`src/rtl/updown_sweep_ctrl_pkg.sv`:
```
// Shared constants for the sweep sequencer and its up/down counter:
// FSM state encodings and the direction convention (1 = up, 0 = down).
package updown_sweep_ctrl_pkg;

    localparam logic [1:0] ST_IDLE = 2'd0;
    localparam logic [1:0] ST_UP   = 2'd1;
    localparam logic [1:0] ST_DOWN = 2'd2;
    localparam logic [1:0] ST_DONE = 2'd3;

    localparam logic DIR_UP   = 1'b1;
    localparam logic DIR_DOWN = 1'b0;

endpackage

```
`src/rtl/updown_counter_en.sv`:
```
// Up/down counter with synchronous load and count enable.
// Load has priority over enable; the count direction follows dir.
module updown_counter_en
    import updown_sweep_ctrl_pkg::*;
#(
    parameter int WIDTH = 9
) (
    input  logic             clk,
    input  logic             reset,
    input  logic             load,
    input  logic [WIDTH-1:0] load_val,
    input  logic             en,
    input  logic             dir,
    output logic [WIDTH-1:0] count
);

    logic [WIDTH-1:0] r_count;

    always_ff @(posedge clk or negedge reset) begin
        if (!reset) begin
            r_count <= '0;
        end else if (load) begin
            r_count <= load_val;
        end else if (en) begin
            if (dir == DIR_UP) begin
                r_count <= r_count + WIDTH'(1);
            end else begin
                r_count <= r_count - WIDTH'(1);
            end
        end
    end

    assign count = r_count;

endmodule

```
`src/rtl/updown_sweep_ctrl.sv`:
```
// Sweep sequencer: runs the counter lo->hi->lo for a programmed number of
// sweeps, with hold/abort control and busy/done/err status.
module updown_sweep_ctrl
    import updown_sweep_ctrl_pkg::*;
#(
    parameter int WIDTH   = 9,
    parameter int SWEEP_W = 8
) (
    input  logic               clk,
    input  logic               reset,
    input  logic               start,
    input  logic               abort,
    input  logic               hold,
    input  logic [WIDTH-1:0]   lo_bound,
    input  logic [WIDTH-1:0]   hi_bound,
    input  logic [SWEEP_W-1:0] num_sweeps,
    output logic [WIDTH-1:0]   count,
    output logic               dir,
    output logic               busy,
    output logic               done,
    output logic               err
);

    logic [1:0]         r_state;
    logic               r_dir;
    logic [WIDTH-1:0]   r_lo;
    logic [WIDTH-1:0]   r_hi;
    logic [SWEEP_W-1:0] r_sweeps;
    logic               r_err;

    logic [1:0]         w_state_next;
    logic               w_dir_next;
    logic [SWEEP_W-1:0] w_sweeps_next;
    logic               w_cnt_en;
    logic               w_step_dir;
    logic               w_bad_cmd;
    logic               w_accept;
    logic               w_at_hi;
    logic               w_at_lo;
    logic [WIDTH-1:0]   w_count;

    assign w_bad_cmd = (lo_bound >= hi_bound) || (num_sweeps == '0);
    assign w_accept  = (r_state == ST_IDLE) && start && !w_bad_cmd;
    assign w_at_hi   = (w_count == r_hi);
    assign w_at_lo   = (w_count == r_lo);

    // The counter steps on the same edge that flips dir, so it is fed the
    // direction of the step being taken rather than the registered dir.
    always_comb begin
        w_state_next  = r_state;
        w_dir_next    = r_dir;
        w_sweeps_next = r_sweeps;
        w_cnt_en      = 1'b0;
        w_step_dir    = r_dir;
        case (r_state)
            ST_IDLE: begin
                if (w_accept) begin
                    w_state_next  = ST_UP;
                    w_dir_next    = DIR_UP;
                    w_sweeps_next = num_sweeps;
                end
            end
            ST_UP: begin
                if (abort) begin
                    w_state_next  = ST_IDLE;
                    w_sweeps_next = '0;
                end else if (!hold) begin
                    w_cnt_en = 1'b1;
                    if (w_at_hi) begin
                        w_step_dir   = DIR_DOWN;
                        w_dir_next   = DIR_DOWN;
                        w_state_next = ST_DOWN;
                    end else begin
                        w_step_dir = DIR_UP;
                    end
                end
            end
            ST_DOWN: begin
                if (abort) begin
                    w_state_next  = ST_IDLE;
                    w_sweeps_next = '0;
                end else if (!hold) begin
                    if (!w_at_lo) begin
                        w_cnt_en   = 1'b1;
                        w_step_dir = DIR_DOWN;
                    end else if (r_sweeps > SWEEP_W'(1)) begin
                        w_cnt_en      = 1'b1;
                        w_step_dir    = DIR_UP;
                        w_dir_next    = DIR_UP;
                        w_sweeps_next = r_sweeps - SWEEP_W'(1);
                        w_state_next  = ST_UP;
                    end else begin
                        w_state_next  = ST_DONE;
                    end
                end
            end
            default: begin
                w_state_next = ST_IDLE;
            end
        endcase
    end

    always_ff @(posedge clk or negedge reset) begin
        if (!reset) begin
            r_state  <= ST_IDLE;
            r_dir    <= DIR_UP;
            r_lo     <= '0;
            r_hi     <= '0;
            r_sweeps <= '0;
            r_err    <= 1'b0;
        end else begin
            r_state  <= w_state_next;
            r_dir    <= w_dir_next;
            r_sweeps <= w_sweeps_next;
            r_err    <= (r_state == ST_IDLE) && start && w_bad_cmd;
            if (w_accept) begin
                r_lo <= lo_bound;
                r_hi <= hi_bound;
            end
        end
    end

    updown_counter_en #(
        .WIDTH (WIDTH)
    ) u_counter (
        .clk      (clk),
        .reset    (reset),
        .load     (w_accept),
        .load_val (lo_bound),
        .en       (w_cnt_en),
        .dir      (w_step_dir),
        .count    (w_count)
    );

    assign count = w_count;
    assign dir   = r_dir;
    assign busy  = (r_state == ST_UP) || (r_state == ST_DOWN);
    assign done  = (r_state == ST_DONE);
    assign err   = r_err;

endmodule
```
`config.mk`:
```
export PLATFORM = sky130hd
export DESIGN_NAME = updown_sweep_ctrl
export DESIGN_NICKNAME = d
export VERILOG_FILES = /design/src/rtl/updown_sweep_ctrl_pkg.sv /design/src/rtl/updown_counter_en.sv /design/src/rtl/updown_sweep_ctrl.sv
export SDC_FILE = /design/constraint.sdc
export NUM_CORES = 1
export LEC_CHECK = 0
export ABC_AREA = 1
export ABC_CLOCK_PERIOD_IN_PS = 2800
export BUFFER_PORTS_ARGS = -buffer_cell sky130_fd_sc_hd__buf_2
export CAP_MARGIN = 20
export CORE_MARGIN = 2
export CORE_UTILIZATION = 30
export DETAILED_ROUTE_END_ITERATION = 6
export PLACE_DENSITY_LB_ADDON = 0.1
export SYNTH_ARGS = -nofsm -noshare
export SYNTH_HDL_FRONTEND = slang
export SYNTH_HIERARCHICAL = 1
export SYNTH_SLANG_ARGS = --single-unit
```
`constraint.sdc`:
```
create_clock -name clk -period 2.8 [get_ports clk]
set_input_delay 0.42 -clock clk [delete_from_list [all_inputs] [get_ports clk]]
set_output_delay 0.42 -clock clk [all_outputs]
set_load 0.02 [all_outputs]
```
==> results.txt, run 1 <==
----------------------------------------------------
[Routing]
  Via count ... around 2800
  Routed WL per cell ... 13.2 um
  Via-to-Cell Ratio ... 4.53
  Remaining design rule violation count ... 0
  Routed wire length ... between 8000 and 9000 um
  Iteration-0 DRC count of the detailed router ... 103
  First-pass iteration count of the detailed router ... 4
  Final antenna-violating net count ... 0

[Synthesis]
  Largest area contributor in the synthesized netlist ... sky130_fd_sc_hd__dfrtp_1
  Post-Syn Area ... 3080 um2
  Flip-flop and latch count after synthesis ... 39
  Total nets after synthesis ... 491
  Cell variety after synth ... 37
  Largest cells by area after synthesis ... sky130_fd_sc_hd__dfrtp_1 (31%), sky130_fd_sc_hd__nand2_1 (17%), sky130_fd_sc_hd__ha_1 (9.0%), sky130_fd_sc_hd__inv_1 (8.7%), sky130_fd_sc_hd__nand3_1 (4.7%)
  Post-synthesis sequential area ratio ... 31.8%
  Mean instance size in the synthesized netlist ... between 7 and 8 um2
  Total of warnings raised by yosys ... 6
  Count of mapped cells out of synthesis ... 437
  Top-area cell type share of the netlist area ... 30.9%

[Clock network]
  Number of CTS-inserted buffers ... 5
  Number of levels in the clock H-tree ... 2
  CTS tree ... yes
  CTS Hold Bufs ... 0
  Max Root-Sink Buffers ... 2
  Sinks on the clock net ... 39
  CTS root buffer ... sky130_fd_sc_hd__clkbuf_8
  Clock insertion delay at the later pin of the skew report ... a little under 0.3 ns
  Clock transition time at the flip-flop clock pins of the worst setup and hold paths ... 0.08 ns

[Worst setup path]
  CP Class ... reg -> reg
  Type of origin of the critical path ... register
  Crit path DAT ... 2.77 ns
  Required time of the critical path ... 2.98 ns
  Maximum net fanout on the critical path ... 8
  Type of element capturing the critical path ... register

[Die]
  Number of I/O pins ... 44
  Area of the die ... 11100 um2
  Initial Util ... 31.2%
  Cell Rows ... 36
  Width of the chip ... between 100 and 150 um
  Height of the die ... 105 um
  Placeable core region ... ~10000 um2

[Timing]
  Worst Max-Slew Pin Slew ... 0.475 ns
  Final number of setup-violating endpoints ... 0
  Post-layout worst setup margin ... 0.217 ns
  Fmax ... 387 MHz
  Min Tclk post-route ... approximately 2.6 ns
  Final count of hold timing violations ... 0
  Period utilization ... a little over 90%
  Count of pins over their slew limit ... 0
  Accumulated negative setup slack ... 0 ns
  Worst-case hold slack ... 0.0641 ns
  Max Clock Skew ... 0.00559 ns
  Worst slew margin relative to its limit ... 68.3%

[Placed design]
  Final weighted congestion in routability-driven placement ... roughly 0.84
  HPWL reported at the end of detailed placement ... 6360 um
  Count of buffers inserted at the top-level ports ... 43
  Setup slack after placement ... 0.0252 ns
  Inst Count DP ... 616

[Final layout]
  N_diodes ... 0
  Util after Layout ... 38.0%
  Most used cells in the layout excluding fill and tap cells ... sky130_fd_sc_hd__nand2_1 (140), sky130_fd_sc_hd__inv_1 (70), sky130_fd_sc_hd__buf_2 (43)
  Share of cells above drive strength 1 ... 20.9%
  Layout area overhead ... 21.9%
  Net total in the final layout ... 547
  Most frequent standard cell in the layout excluding fill and tap cells ... sky130_fd_sc_hd__nand2_1
  Final standard cell count with taps included and fillers excluded ... 627

[Global route]
  Vias in the first global route ... 2644
  Aggregate global-route resource usage ... 15.3%
  Largest net degree at the start of global routing ... 40
  Total congestion overflow ... 0
  First-pass GRT wire length ... roughly 13000 um
  Initial antenna violation count ... 0

[Power]
  Cell area power density ... about 1300 nW/um2
  Max rail drop VDD ... 0.440 mV
  Leakage power ... between 1.5 and 2 nW

[Flow run]
  Number of maximum-capacitance constraint violations ... 0

[Hold path]
  Tightest Hold Check Type ... in -> async

[Status]
  Run status ... finished clean

----------------------------------------------------
## synthesized netlist by cell type, drive strengths merged
cell    number
xor2         4
ha          22
nor3         2
o22ai        5
o32ai        1
nand3b       2
xnor2       13
a22oi        5
nand2      147
fa           1
dfrtp       38
or2          3
buf          6
nand4       15
o211ai       2
o21ai       18
a21oi       12
clkbuf       1
nand3       33
nor2        29
dfstp        1
inv         77
## cell families (layout without fill, tap and decap cells)
family | Yosys count | in the layout | share of synthesized area (%)
DFF | 39 | 39 | 31.8
and+or+nand+nor | 231 | 231 | 34.5
AOI/OAI and AO/OA | 43 | 43 | 8.38
xor gates and xnor gates | 17 | 17 | 4.84
adders and majority gates | 23 | 23 | 9.60
buffers and inverters | 84 | 141 | 10.9
## worst max-delay path, cell delays in order, from the launching register on
cell                       delay, ns
sky130_fd_sc_hd__dfrtp_1        0.41
sky130_fd_sc_hd__inv_1          0.08
sky130_fd_sc_hd__ha_2           0.21
sky130_fd_sc_hd__nor2_1         0.12
sky130_fd_sc_hd__nor2_2         0.07
sky130_fd_sc_hd__nand3_4        0.07
sky130_fd_sc_hd__a21oi_1        0.07
sky130_fd_sc_hd__nor2_1         0.08
sky130_fd_sc_hd__nand2_1        0.06
sky130_fd_sc_hd__nand3_1        0.05
sky130_fd_sc_hd__o21ai_0        0.08
sky130_fd_sc_hd__inv_1          0.13
sky130_fd_sc_hd__clkinv_4       0.16
sky130_fd_sc_hd__fa_2           0.40
sky130_fd_sc_hd__nand2_2        0.08
sky130_fd_sc_hd__nand2_2        0.07
sky130_fd_sc_hd__nand3b_1       0.10
sky130_fd_sc_hd__nand3b_1       0.08
sky130_fd_sc_hd__nand3_1        0.09
sky130_fd_sc_hd__nand2_1        0.05
## path summary, 6_finish.rpt
kind | start | endpoint | slack [ns] | cells after the start
max | r_sweeps[0]$_DFFE_PN0P_ | u_counter/count[6]$_DFFE_PN0P_ | 0.22 | 19
min | reset | r_hi[3]$_DFFE_PN0P_ | 0.06 | 1
max reg2reg | r_sweeps[0]$_DFFE_PN0P_ | u_counter/count[6]$_DFFE_PN0P_ | 0.22 | 19
min reg2reg | r_sweeps[1]$_DFFE_PN0P_ | r_sweeps[1]$_DFFE_PN0P_ | 0.49 | 2
max in group asynchronous | reset | r_sweeps[1]$_DFFE_PN0P_ | 2.24 | 2
min in group clk | hi_bound[0] | r_hi[0]$_DFFE_PN0P_ | 0.37 | 3
## through the flow
step	power [mW]	instance area, um2
2_1_floorplan	3.24	3080
3_3_place_gp	3.93	3490
3_5_place_dp	3.95	3490
4_1_cts	4.56	3620
5_1_grt	5.35	3750
6_report	4.82	3750
## report_power, final
part | internal (mW) | switching [mW] | total (mW)
Combinational | 1.34 | 1.82 | 3.15
Clock | 0.357 | 0.219 | 0.576
Sequential | 0.828 | 0.263 | 1.09
## flip-flops by register name, indices dropped and copies added (netlist names)
name and cells:
r_hi 9, r_lo 9, u_counter/count 9, r_sweeps 8, r_state 2, dir 1, err 1
## timing repair
item,4_1_cts,5_1_grt
buffers inserted,0,2
endpoints found under the hold margin,0,0
gates resized for setup,0,15
setup endpoints to repair,0,6
## layout make-up
type                            count  area (um2)
Timing Repair Buffer               56         325
Fill cell                        1040        6110
Clock inverter                      2        60.1
Inverter                           77         297
Sequential cell                    39         980
Clock buffer                        6        72.6
Tap cell                          133         166
Multi-Input combinational cell    314        1850
## metal layers
metal	share of wire (%)	track usage (%)	up-vias	wire [um]
met3	5.1	2.23	2	417
met4	0.35	3.43	0	29
met2	41	22.2	52	3390
met5	0	0	-	0
met1	53	23.6	1293	4410
li1	-	-	1492	-
(Power assumes the default switching activity.)
==> inputs of run 2 (changes only) <==
--- a/config.mk
+++ b/config.mk
@@ -9,6 +9,8 @@
 export ABC_CLOCK_PERIOD_IN_PS = 2800
 export BUFFER_PORTS_ARGS = -buffer_cell sky130_fd_sc_hd__buf_2
 export CAP_MARGIN = 20
+export CELL_PAD_IN_SITES_DETAIL_PLACEMENT = 0
+export CELL_PAD_IN_SITES_GLOBAL_PLACEMENT = 1
 export CORE_MARGIN = 2
 export CORE_UTILIZATION = 30
 export DETAILED_ROUTE_END_ITERATION = 6
==> run 2 against run 1 <==
Clock skew increased by 0.0042 ns. Register-to-register slack gained 0.05 ns. Die area is the same. Sequential power is essentially flat. Setup slack better by 0.046 ns. Clock power down 24%. Hold slack gained 0.30 ns. Critical path depth unchanged. Total power decreased by 2.2%. Sequential share of layout area is 0.063 points higher.
==> results.txt, run 2 (same netlist as run 1, synthesis figures left out) <==
----------------------------------------------------
[Timing]
  Max Clock Skew ... 0.00975 ns
  Count of pins over their slew limit ... 0
  Worst Max-Slew Pin Slew ... 0.516 ns
  Fmax ... 394 MHz
  Period utilization ... 90.6%
  Worst slew margin relative to its limit ... 65.5%
  Min Tclk post-route ... 2.54 ns
  Final count of hold timing violations ... 0
  Worst-case hold slack ... approximately 0.36 ns
  Final number of setup-violating endpoints ... 0
  Accumulated negative setup slack ... 0 ns

[Final layout]
  Multi-input gate area in the final layout ... 1860 um2
  Most used cells in the layout excluding fill and tap cells ... sky130_fd_sc_hd__nand2_1 (140), sky130_fd_sc_hd__inv_1 (69), sky130_fd_sc_hd__buf_2 (43)
  Net total in the final layout ... 549
  Most frequent standard cell in the layout excluding fill and tap cells ... sky130_fd_sc_hd__nand2_1
  Final standard cell area without fillers ... 3740 um2
  N_diodes ... 0
  Share of cells above drive strength 1 ... between 20% and 30%
  Layout area overhead ... 21.5%
  Sequential cell area ... 978 um2
  Final standard cell count with taps included and fillers excluded ... 629
  Fill cell total of the finished layout ... about 1100

[Routing]
  Remaining design rule violation count ... 0
  First-pass iteration count of the detailed router ... 4
  Iteration-0 DRC count of the detailed router ... 144
  Via-to-Cell Ratio ... between 4 and 5
  Routed WL per cell ... 13.7 um
  Routed wire length ... 8630 um
  Via count ... 2873
  Final antenna-violating net count ... 0

[Worst setup path]
  CP max stage cell ... sky130_fd_sc_hd__dfrtp_1
  Most prevalent standard cell on the critical path ... sky130_fd_sc_hd__nand2_1
  Type of origin of the critical path ... register
  Maximum net fanout on the critical path ... 8
  CP Class ... reg -> reg
  Type of element capturing the critical path ... register
  Largest stage delay on the critical path ... 0.40 ns
  Required time of the critical path ... 2.99 ns
  Worst-path cell chain ... inv_1 > ha_2 > nor2_2 > nor2_2 > nand3_4 > a21oi_1 > nor2_1 > nand2_1 > nand3_1 > o21ai_0 > inv_1 > clkinv_4 > fa_2 > nand2_1 > nand2_2 > nand3b_1 > nand3b_1 > nand3_1 > nand2_1
  Crit path DAT ... 2.73 ns

[Placed design]
  Final weighted congestion in routability-driven placement ... about 0.78
  HPWL reported at the end of detailed placement ... 6610 um
  Cell area reported after detailed placement ... 3490 um2
  Inst Count DP ... 617
  Count of buffers inserted at the top-level ports ... 43

[Die]
  Cell Rows ... 36
  Area of the die ... between 10000 and 15000 um2
  Initial Util ... 31.2%
  Number of I/O pins ... 44
  Placeable core region ... 9860 um2
  Width of the chip ... 105 um
  Height of the die ... 105 um

[Power]
  Leakage power ... just under 2 nW
  Max rail drop VDD ... 0.379 mV
  Cell area power density ... 1260 nW/um2

[Clock network]
  Sinks on the clock net ... 39
  CTS tree ... yes
  CTS root buffer ... sky130_fd_sc_hd__clkbuf_8
  Max Root-Sink Buffers ... 2
  Number of CTS-inserted buffers ... 5
  Clock insertion delay at the later pin of the skew report ... 0.30 ns
  Clock transition time at the flip-flop clock pins of the worst setup and hold paths ... 0.09 ns
  Number of levels in the clock H-tree ... 2

[Global route]
  First-pass GRT wire length ... 14200 um
  Largest net degree at the start of global routing ... 40
  Aggregate global-route resource usage ... 16.2%
  Total congestion overflow ... 0
  Initial antenna violation count ... 0
  Vias in the first global route ... between 2000 and 3000

[Status]
  Run status ... finished clean

[Hold path]
  Tightest Hold Check Type ... in -> reg

[Flow run]
  Number of maximum-capacitance constraint violations ... 0

----------------------------------------------------
==> run 2: cell count changes in the layout (fill, tap and decap cells not counted), sizes merged <==
cell         before  now
dlygate4sd3       0    1
clkinv            1    2
clkbuf            6    7
buf              56   57
bufinv            2    0
==> run 2: worst paths after layout <==
kind                                         startpoint  cells past startpoint  slack, ns                              to
worst max-delay path            r_sweeps[0]$_DFFE_PN0P_                     19       0.26  u_counter/count[6]$_DFFE_PN0P_
worst min-delay path                              start                      3       0.36                   err$_DFF_PN0_
worst max register to register  r_sweeps[0]$_DFFE_PN0P_                     19       0.26  u_counter/count[6]$_DFFE_PN0P_
worst min register to register  r_sweeps[4]$_DFFE_PN0P_                      2       0.51         r_sweeps[4]$_DFFE_PN0P_
max in group asynchronous                         reset                      3       1.77                 dir$_DFFE_PN1P_
min in group asynchronous                         reset                      2       0.50             r_hi[2]$_DFFE_PN0P_
==> run 2: final cells by class <==
cell class	count	area share, %
clock buffers	7	2.31
repair buffers	58	9.18
multi-input cells	314	49.7
well taps	133	4.45
flip-flops and latches	39	26.2
inverters	77	7.94
clock inverters	1	0.234
==> run 2: timing repair <==
item                                    4_1_cts  5_1_grt
endpoints found under the hold margin         0        6
setup buffers                                 0        2
endpoints found under the setup margin        0        6
hold buffers                                  0        1
gates resized for setup                       0       18
==> run 2: report_power, final <==
| part | total [mW] | leakage, nW | internal, mW | switching [mW] |
|---|---|---|---|---|
| clock network | 0.437 | 0.0484 | 0.203 | 0.234 |
| registers | 1.07 | 0.487 | 0.826 | 0.248 |
| logic | 3.20 | 1.44 | 1.35 | 1.86 |
| total | 4.72 | 1.97 | 2.38 | 2.34 |
==> run 2: per-layer routing <==
metal / vias up / global-route usage, % / wire (um)
met5: - / 0 / 0
met4: 0 / 3.43 / 38
met3: 2 / 2.23 / 351
met2: 55 / 23.8 / 3590
met1: 1315 / 25.1 / 4660
li1: 1501 / - / -
==> run 2: through the flow <==
stage                     total power, mW  util (%)  setup slack (ns)
final                                4.72      37.9             0.263
after global routing                 5.22      37.9           -0.0140
after CTS                            4.44      36.4            0.0429
after detailed placement             3.98      35.4            0.0593
after global placement               3.97      35.4             0.123
after floorplan                      3.24         -             0.234
==> run 2: critical path: cells and delay by family, from the launching register on <==
| family | cells | cell delay, ns |
|---|---|---|
| flip-flops | 1 | 0.40 |
| AO/OA/AOI/OAI | 2 | 0.14 |
| AND/OR/NAND/NOR | 12 | 0.95 |
| buffers and inverters | 3 | 0.36 |
| adder cells (fa/ha/maj) | 2 | 0.59 |
